**src/rtl/gcd_pkg.sv**
```systemverilog
// Shared encodings for the subtractive GCD controller: state codes, mux selects, data width.
package gcd_pkg;
  localparam int unsigned DATA_W = 16;

  typedef logic [1:0] state_t;
  localparam state_t IDLE  = 2'd0;
  localparam state_t LOADB = 2'd1;
  localparam state_t RUN   = 2'd2;
  localparam state_t DONE  = 2'd3;

  localparam logic SEL_A   = 1'b0;
  localparam logic SEL_B   = 1'b1;
  localparam logic BUS_SUB = 1'b0;
  localparam logic BUS_IN  = 1'b1;
endpackage

```
**src/rtl/gcd_controller_if.sv**
```systemverilog
// Control/flag bundle between the GCD controller (master) and its datapath (slave).
interface gcd_controller_if;
  logic start;
  logic lt;
  logic gt;
  logic eq;
  logic lda;
  logic ldb;
  logic sel1;
  logic sel2;
  logic selin;
  logic busy;
  logic done;
  logic err;

  modport master (
    input  start, lt, gt, eq,
    output lda, ldb, sel1, sel2, selin, busy, done, err
  );

  modport slave (
    output start, lt, gt, eq,
    input  lda, ldb, sel1, sel2, selin, busy, done, err
  );
endinterface

```
**src/rtl/gcd_iter_cnt.sv**
```systemverilog
// Subtraction counter with MAX_ITER compare; only compiled when GCD_CTRL_TIMEOUT_EN is defined.
`ifdef GCD_CTRL_TIMEOUT_EN
module gcd_iter_cnt #(
  parameter int unsigned MAX_ITER = 65535,
  parameter int unsigned CNT_W    = 16
) (
  input  logic clk,
  input  logic rst,
  input  logic i_clr,
  input  logic i_inc,
  output logic o_max
);
  logic [CNT_W-1:0] r_cnt;

  always_ff @(posedge clk or posedge rst) begin
    if (rst)        r_cnt <= '0;
    else if (i_clr) r_cnt <= '0;
    else if (i_inc) r_cnt <= r_cnt + 1'b1;
  end

  assign o_max = (r_cnt == CNT_W'(MAX_ITER));
endmodule
`endif

```
**src/rtl/gcd_controller.sv**
```systemverilog
// Sequencing FSM for the 16-bit subtractive GCD datapath; Mealy outputs.
// Optional iteration timeout with err pulse: define GCD_CTRL_TIMEOUT_EN.
module gcd_controller
  import gcd_pkg::*;
#(
  parameter int unsigned MAX_ITER = 65535,
  parameter int unsigned CNT_W    = 16
) (
  input  logic             clk,
  input  logic             rst,
  gcd_controller_if.master bus
);
  state_t r_state;
  state_t w_next;
  logic   w_lda, w_ldb, w_sel1, w_sel2, w_selin, w_busy, w_done;
  logic   w_max;

  if (64'(MAX_ITER) >= (64'd1 << CNT_W)) begin : g_bad_cfg
    $error("CNT_W too narrow to hold MAX_ITER");
  end

  always_ff @(posedge clk or posedge rst) begin
    if (rst) r_state <= IDLE;
    else     r_state <= w_next;
  end

  always_comb begin
    w_next  = r_state;
    w_lda   = 1'b0;
    w_ldb   = 1'b0;
    w_sel1  = SEL_A;
    w_sel2  = SEL_A;
    w_selin = BUS_SUB;
    w_busy  = 1'b0;
    w_done  = 1'b0;
    case (r_state)
      IDLE: begin
        if (bus.start) begin
          w_selin = BUS_IN;
          w_lda   = 1'b1;
          w_next  = LOADB;
        end
      end
      LOADB: begin
        w_busy  = 1'b1;
        w_selin = BUS_IN;
        w_ldb   = 1'b1;
        w_next  = RUN;
      end
      RUN: begin
        w_busy = 1'b1;
        // eq wins over the timeout so a job finishing on the last allowed step is not flagged
        if (bus.eq) begin
          w_next = DONE;
        end else if (w_max) begin
          w_next = DONE;
        end else if (bus.gt) begin
          w_sel1 = SEL_A;
          w_sel2 = SEL_B;
          w_lda  = 1'b1;
        end else if (bus.lt) begin
          w_sel1 = SEL_B;
          w_sel2 = SEL_A;
          w_ldb  = 1'b1;
        end
      end
      default: begin
        w_done = 1'b1;
        w_next = IDLE;
      end
    endcase
  end

`ifdef GCD_CTRL_TIMEOUT_EN
  logic w_clr, w_inc, r_tmo;

  assign w_clr = (r_state == IDLE) && bus.start;
  assign w_inc = (r_state == RUN) && (w_lda || w_ldb);

  gcd_iter_cnt #(
    .MAX_ITER (MAX_ITER),
    .CNT_W    (CNT_W)
  ) u_iter_cnt (
    .clk   (clk),
    .rst   (rst),
    .i_clr (w_clr),
    .i_inc (w_inc),
    .o_max (w_max)
  );

  // Remembers why RUN exited so err can accompany the done pulse.
  always_ff @(posedge clk or posedge rst) begin
    if (rst)                                         r_tmo <= 1'b0;
    else if ((r_state == RUN) && !bus.eq && w_max)   r_tmo <= 1'b1;
    else if (r_state == DONE)                        r_tmo <= 1'b0;
  end

  assign bus.err = (r_state == DONE) && r_tmo;
`else
  assign w_max   = 1'b0;
  assign bus.err = 1'b0;
`endif

  assign bus.lda   = w_lda;
  assign bus.ldb   = w_ldb;
  assign bus.sel1  = w_sel1;
  assign bus.sel2  = w_sel2;
  assign bus.selin = w_selin;
  assign bus.busy  = w_busy;
  assign bus.done  = w_done;
endmodule

```
**src/flat_wrapper.sv**
```systemverilog
// flat-port wrapper written by rule: the top's interface ports become plain ports
module gcd_controller_flat import gcd_pkg::*;
#(
  parameter int unsigned MAX_ITER = 65535,
  parameter int unsigned CNT_W    = 16
)
  (clk, rst, bus_start, bus_lt, bus_gt, bus_eq, bus_lda, bus_ldb, bus_sel1, bus_sel2, bus_selin, bus_busy, bus_done, bus_err);
  gcd_controller_if bus_i ();
  input  logic clk;
  input  logic rst;
  input wire logic [$bits(bus_i.start)-1:0] bus_start;
  input wire logic [$bits(bus_i.lt)-1:0] bus_lt;
  input wire logic [$bits(bus_i.gt)-1:0] bus_gt;
  input wire logic [$bits(bus_i.eq)-1:0] bus_eq;
  output wire logic [$bits(bus_i.lda)-1:0] bus_lda;
  output wire logic [$bits(bus_i.ldb)-1:0] bus_ldb;
  output wire logic [$bits(bus_i.sel1)-1:0] bus_sel1;
  output wire logic [$bits(bus_i.sel2)-1:0] bus_sel2;
  output wire logic [$bits(bus_i.selin)-1:0] bus_selin;
  output wire logic [$bits(bus_i.busy)-1:0] bus_busy;
  output wire logic [$bits(bus_i.done)-1:0] bus_done;
  output wire logic [$bits(bus_i.err)-1:0] bus_err;
  assign bus_i.start = bus_start;
  assign bus_i.lt = bus_lt;
  assign bus_i.gt = bus_gt;
  assign bus_i.eq = bus_eq;
  assign bus_lda = bus_i.lda;
  assign bus_ldb = bus_i.ldb;
  assign bus_sel1 = bus_i.sel1;
  assign bus_sel2 = bus_i.sel2;
  assign bus_selin = bus_i.selin;
  assign bus_busy = bus_i.busy;
  assign bus_done = bus_i.done;
  assign bus_err = bus_i.err;
  gcd_controller #(.MAX_ITER(MAX_ITER), .CNT_W(CNT_W)) u_core (.clk(clk), .rst(rst), .bus(bus_i));
endmodule
```
**config.mk**
```make
export PLATFORM = sky130hd
export DESIGN_NAME = gcd_controller_flat
export DESIGN_NICKNAME = d
export VERILOG_FILES = /design/src/rtl/gcd_pkg.sv /design/src/rtl/gcd_controller_if.sv /design/src/rtl/gcd_iter_cnt.sv /design/src/rtl/gcd_controller.sv /design/src/flat_wrapper.sv
export SDC_FILE = /design/constraint.sdc
export NUM_CORES = 1
export LEC_CHECK = 0
export BUFFER_PORTS_ARGS = -buffer_cell sky130_fd_sc_hd__buf_2
export CORE_AREA = 3 3 40 42
export CTS_CLUSTER_DIAMETER = 60
export CTS_CLUSTER_SIZE = 30
export DETAILED_ROUTE_END_ITERATION = 8
export DIE_AREA = 0 0 43 45
export PLACE_DENSITY = 0.42
export SETUP_SLACK_MARGIN = 0.4
export SYNTH_ARGS = -nofsm -noshare
export SYNTH_HDL_FRONTEND = slang
export SYNTH_HIERARCHICAL = 1
export SYNTH_SLANG_ARGS = --single-unit
```
**constraint.sdc**
```tcl
create_clock -name clk -period 1.65 [get_ports clk]
set_input_delay 0.33 -clock clk [delete_from_list [all_inputs] [get_ports clk]]
set_output_delay 0.33 -clock clk [all_outputs]
set_load 0.02 [all_outputs]
```
Word level (Yosys, flattened, before mapping)
Cells that the tools add are included. Widths: inputs -> output; s select.

Input bits: 6. Logic and storage cells: 25. Bits in registers: 2. Latch bits: 0. RAM bits: 0. Memory bits (read-only): 0. Memories kept: 0.

Mux-type cells: 16. Bitwise logic cells: 0. Div/mod/pow operators: 0. Shift-type cells: 0. $add $sub $neg: 0. Multiply operators: 0. Equality and inequality tests: 4. $lt $le $gt $ge: 0. Reductions and logical operators: 4.

Operators with widths (count): $mux 1 (10); $pmux 1 s2 (3); $pmux 2 s3 (1); $mux 2 (2); $ne 2x2->1 const B (2); $reduce_or 3->1 (1); $eq 2x1->1 const B (1); $eq 2x2->1 const B (1); $logic_not 2->1 (1); $reduce_and 2->1 (1); $reduce_or 2->1 (1).

Depth between registers and ports, before layout
Word-level depth: 4. Gate-level depth with buffers: 5.

Least setup slack after synthesis
No wires, ideal clock.

Kind: reg-to-output. From: register u_core.r_state[0]. To: output bus_ldb. Path slack: -0.026 ns. Stages on the path, launching flop included: 6. Required time: 1.320 ns. Arrival: 1.346 ns. Path buffers: 0. Cells stage by stage: dfrtp_1 inv_1 ha_1 nor2b_4 and3b_1 o21a_1.

Longest elaborated chain between the ends: 2. Elaborated cells between the ends (all ways): 3. Those cells by class: eq/ne (2); mux (1).

RTL lines: from (decl) (line gcd_controller.sv:13) `state_t r_state;`; from (signal assigned) (line gcd_controller.sv:24) `else r_state <= w_next;`; $eq 2x2->1 or $eq 2x1->1 (tied branches) (line gcd_controller.sv:36) `case (r_state)`; $pmux 1 s2 (*) (line gcd_controller.sv:36); to (decl) (line flat_wrapper.sv:16) `output wire logic [$bits(bus_i.ldb)-1:0] bus_ldb;`.

Every way passes the cells marked *; elsewhere a longest branch is shown, timed or not.

Final worst setup path
From: register u_core.r_state[1]. To: output bus_ldb.

Same word-level chain as after synthesis.

==> impl_metrics.json <==
{
  "status": "finished, violations left",
  "violations": "negative setup slack",
  "arrival_ps": 1420,
  "final_nets": 60,
  "vias": 245,
  "viasPerCell": 3.89,
  "synth_top_area_cell": "dfrtp_1",
  "path_class": "reg2out",
  "synth_area_leaders": "dfrtp_1 (22%), ha_1 (22%), inv_1 (6.7%), mux2_4 (6.7%), nand2_1 (6.7%)",
  "drtPass1Iterations": 1,
  "cts_tree": "built",
  "die_area_mm2": 0.00194,
  "vdd_drop_max_v": 0.000961,
  "initial_core_util_pct": 17.3,
  "drt_wl_total_um": 589,
  "r2r-end": "u_core/r_state[1]$_DFFE_PP0P_",
  "ys_seq_area_share_pct": 22.5,
  "hold_viol_final": 0,
  "crit_start": "u_core/r_state[1]$_DFFE_PP0P_",
  "portBuffers": 12,
  "top_register": "u_core/r_state",
  "fin_crit_sh_pct": 106,
  "r2r-start": "u_core/r_state[1]$_DFFE_PP0P_",
  "die_w_um": 43,
  "timing.final.ws_setup_ps": -95.6,
  "nFillCells": 132,
  "required_ps": 1320,
  "fp-row-count": 13,
  "cts_buffers": 3,
  "setup_viol": 2,
  "wire_per_inst_um": 9.35,
  "drv_cap": 0,
  "syn_area_um2": 223,
  "ff2ff_setup_slack_ps": 150,
  "grt_pass1_vias": 244,
  "ys_ff_latch": 2,
  "syn-num-nets": 35,
  "fin_skew_ps": 4.50,
  "boundaryPins": 14,
  "grt_usage_pct": 6.91,
  "grt_antenna_before_repair": 0,
  "cts_sinks": 2,
  "fmax_mhz": 573,
  "drtAntennaViolNets": 0,
  "yosys.area.top_type_share_pct": 22.5,
  "powerDensity_mw_per_mm2": 2040,
  "cp_max_fo": 2,
  "grt_max_degree": 4,
  "largest_register_ffs": 2,
  "antennaDiodeCount": 0,
  "leakage_nw": 0.264,
  "power_mw": 1.04,
  "dp_hpwl_um": 429,
  "layout_common_cells": "buf_6 (7), buf_4 (7), buf_2 (6), clkbuf_4 (3), ha_4 (3)",
  "grt_overflow": 0,
  "fp.dieH_um": 45,
  "synth_warnings": 6,
  "slew_viol_final": 0,
  "drt_iter0_markers": 0,
  "hp-class": "in2async",
  "top_regs": "u_core/r_state: 2 flops",
  "ys_types": 15,
  "path_clk_slew_ps": 30,
  "grt_pass1_wl_um": 924,
  "drive_gt1_share_pct": 85.4,
  "rsz0062_at_grt": "yes",
  "areaGrowthSynthToFinish_pct": 129,
  "setup_tns_ps": -109,
  "netlist_instances": 25,
  "fp.coreArea_mm2": 0.00128,
  "fin_util_pct": 39.7,
  "cts_max_path_buffers": 2,
  "r2r_cells": 7,
  "gp_congestion": 0.723,
  "crit_path_end_kind": "output pin",
  "syn_area_per_cell_um2": 8.91,
  "insertion_delay_ps": 230,
  "cp-start-kind": "register",
  "htreeDepth": 1,
  "drc": 0,
  "layout_min_cycle_time_ps": 1750,
  "cts-root-buf": "clkbuf_4"
}
-- logic make-up (layout without fill, tap and decap cells) --
| group | count (synthesis) | in the layout | share of synthesized area [%] |
|---|---|---|---|
| simple gates | 9 | 9 | 26.4 |
| buf+inv | 5 | 28 | 10.1 |
| fa+ha+maj | 4 | 4 | 22.5 |
| compound gates | 3 | 3 | 10.1 |
| flops | 2 | 2 | 22.5 |
| other cells | 1 | 1 | 1.68 |
| mux | 1 | 1 | 6.74 |
-- stage by stage --
| stage | hold WS, ps | std cells | setup slack [ps] | area, um2 |
|---|---|---|---|---|
| after floorplan | 71.2 | 25 | 126 | 246 |
| after global placement | 178 | 54 | 90.8 | 340 |
| after detailed placement | 181 | 54 | 82.4 | 340 |
| after CTS | 482 | 63 | -133 | 495 |
| after global routing | 500 | 63 | -136 | 510 |
| final | 496 | 63 | -95.6 | 510 |
-- power breakdown --
group	switching [mW]	internal (mW)	total, mW
logic	0.360	0.481	0.840
clock network	0.0297	0.0805	0.110
registers	0.0186	0.0748	0.0934
total	0.408	0.636	1.04
-- cell usage after synthesis --
cell type	number
buf_4	1
dfrtp_1	2
conb_1	1
nor2b_4	1
inv_1	4
nor2_2	1
o22ai_1	1
mux2_4	1
o21a_1	1
nand2_1	4
nand2b_1	1
ha_1	4
and3b_1	1
o22a_1	1
nor2b_2	1
-- timing repair --
item | 4_1_cts | 5_1_grt
setup buffers | 5 | 0
hold buffers | 1 | 0
endpoints found under the hold margin | 2 | 0
endpoints found under the setup margin | 9 | 9
resized for setup | 23 | 3
pin swaps | 7 | 2
-- worst max-delay path by stage --
stage / to / slack [ps] / cells after the start
after floorplan: bus_ldb / 130 / 5
after global placement: bus_ldb / 90 / 5
after detailed placement: bus_ldb / 80 / 6
after CTS: bus_ldb / -130 / 5
after global routing: bus_ldb / -140 / 5
final: bus_ldb / -100 / 5
-- layer usage --
metal	global-route usage (%)	wire, um	vias to the layer above
li1	-	-	124
met1	6.25	233	109
met2	11.1	295	12
met3	3.19	60	0
met4	7.23	0	0
met5	0	0	-
-- final cells by class --
type                       instances  area (um2)  share of cell area (%)
multi-input combinational         18         230                    45.1
timing repair buffer              21         171                    33.6
sequential                         2        50.0                    9.80
clock buffer                       3        22.5                    4.41
tap                               15        18.8                    3.68
inverter                           4        17.5                    3.43
-- critical path: stages (launching register included) --
cell,delay (ps)
dfrtp_1,400
ha_4,170
nor2b_4,120
and3b_2,200
o21a_4,190
buf_6,120
(Power assumes the default switching activity.)
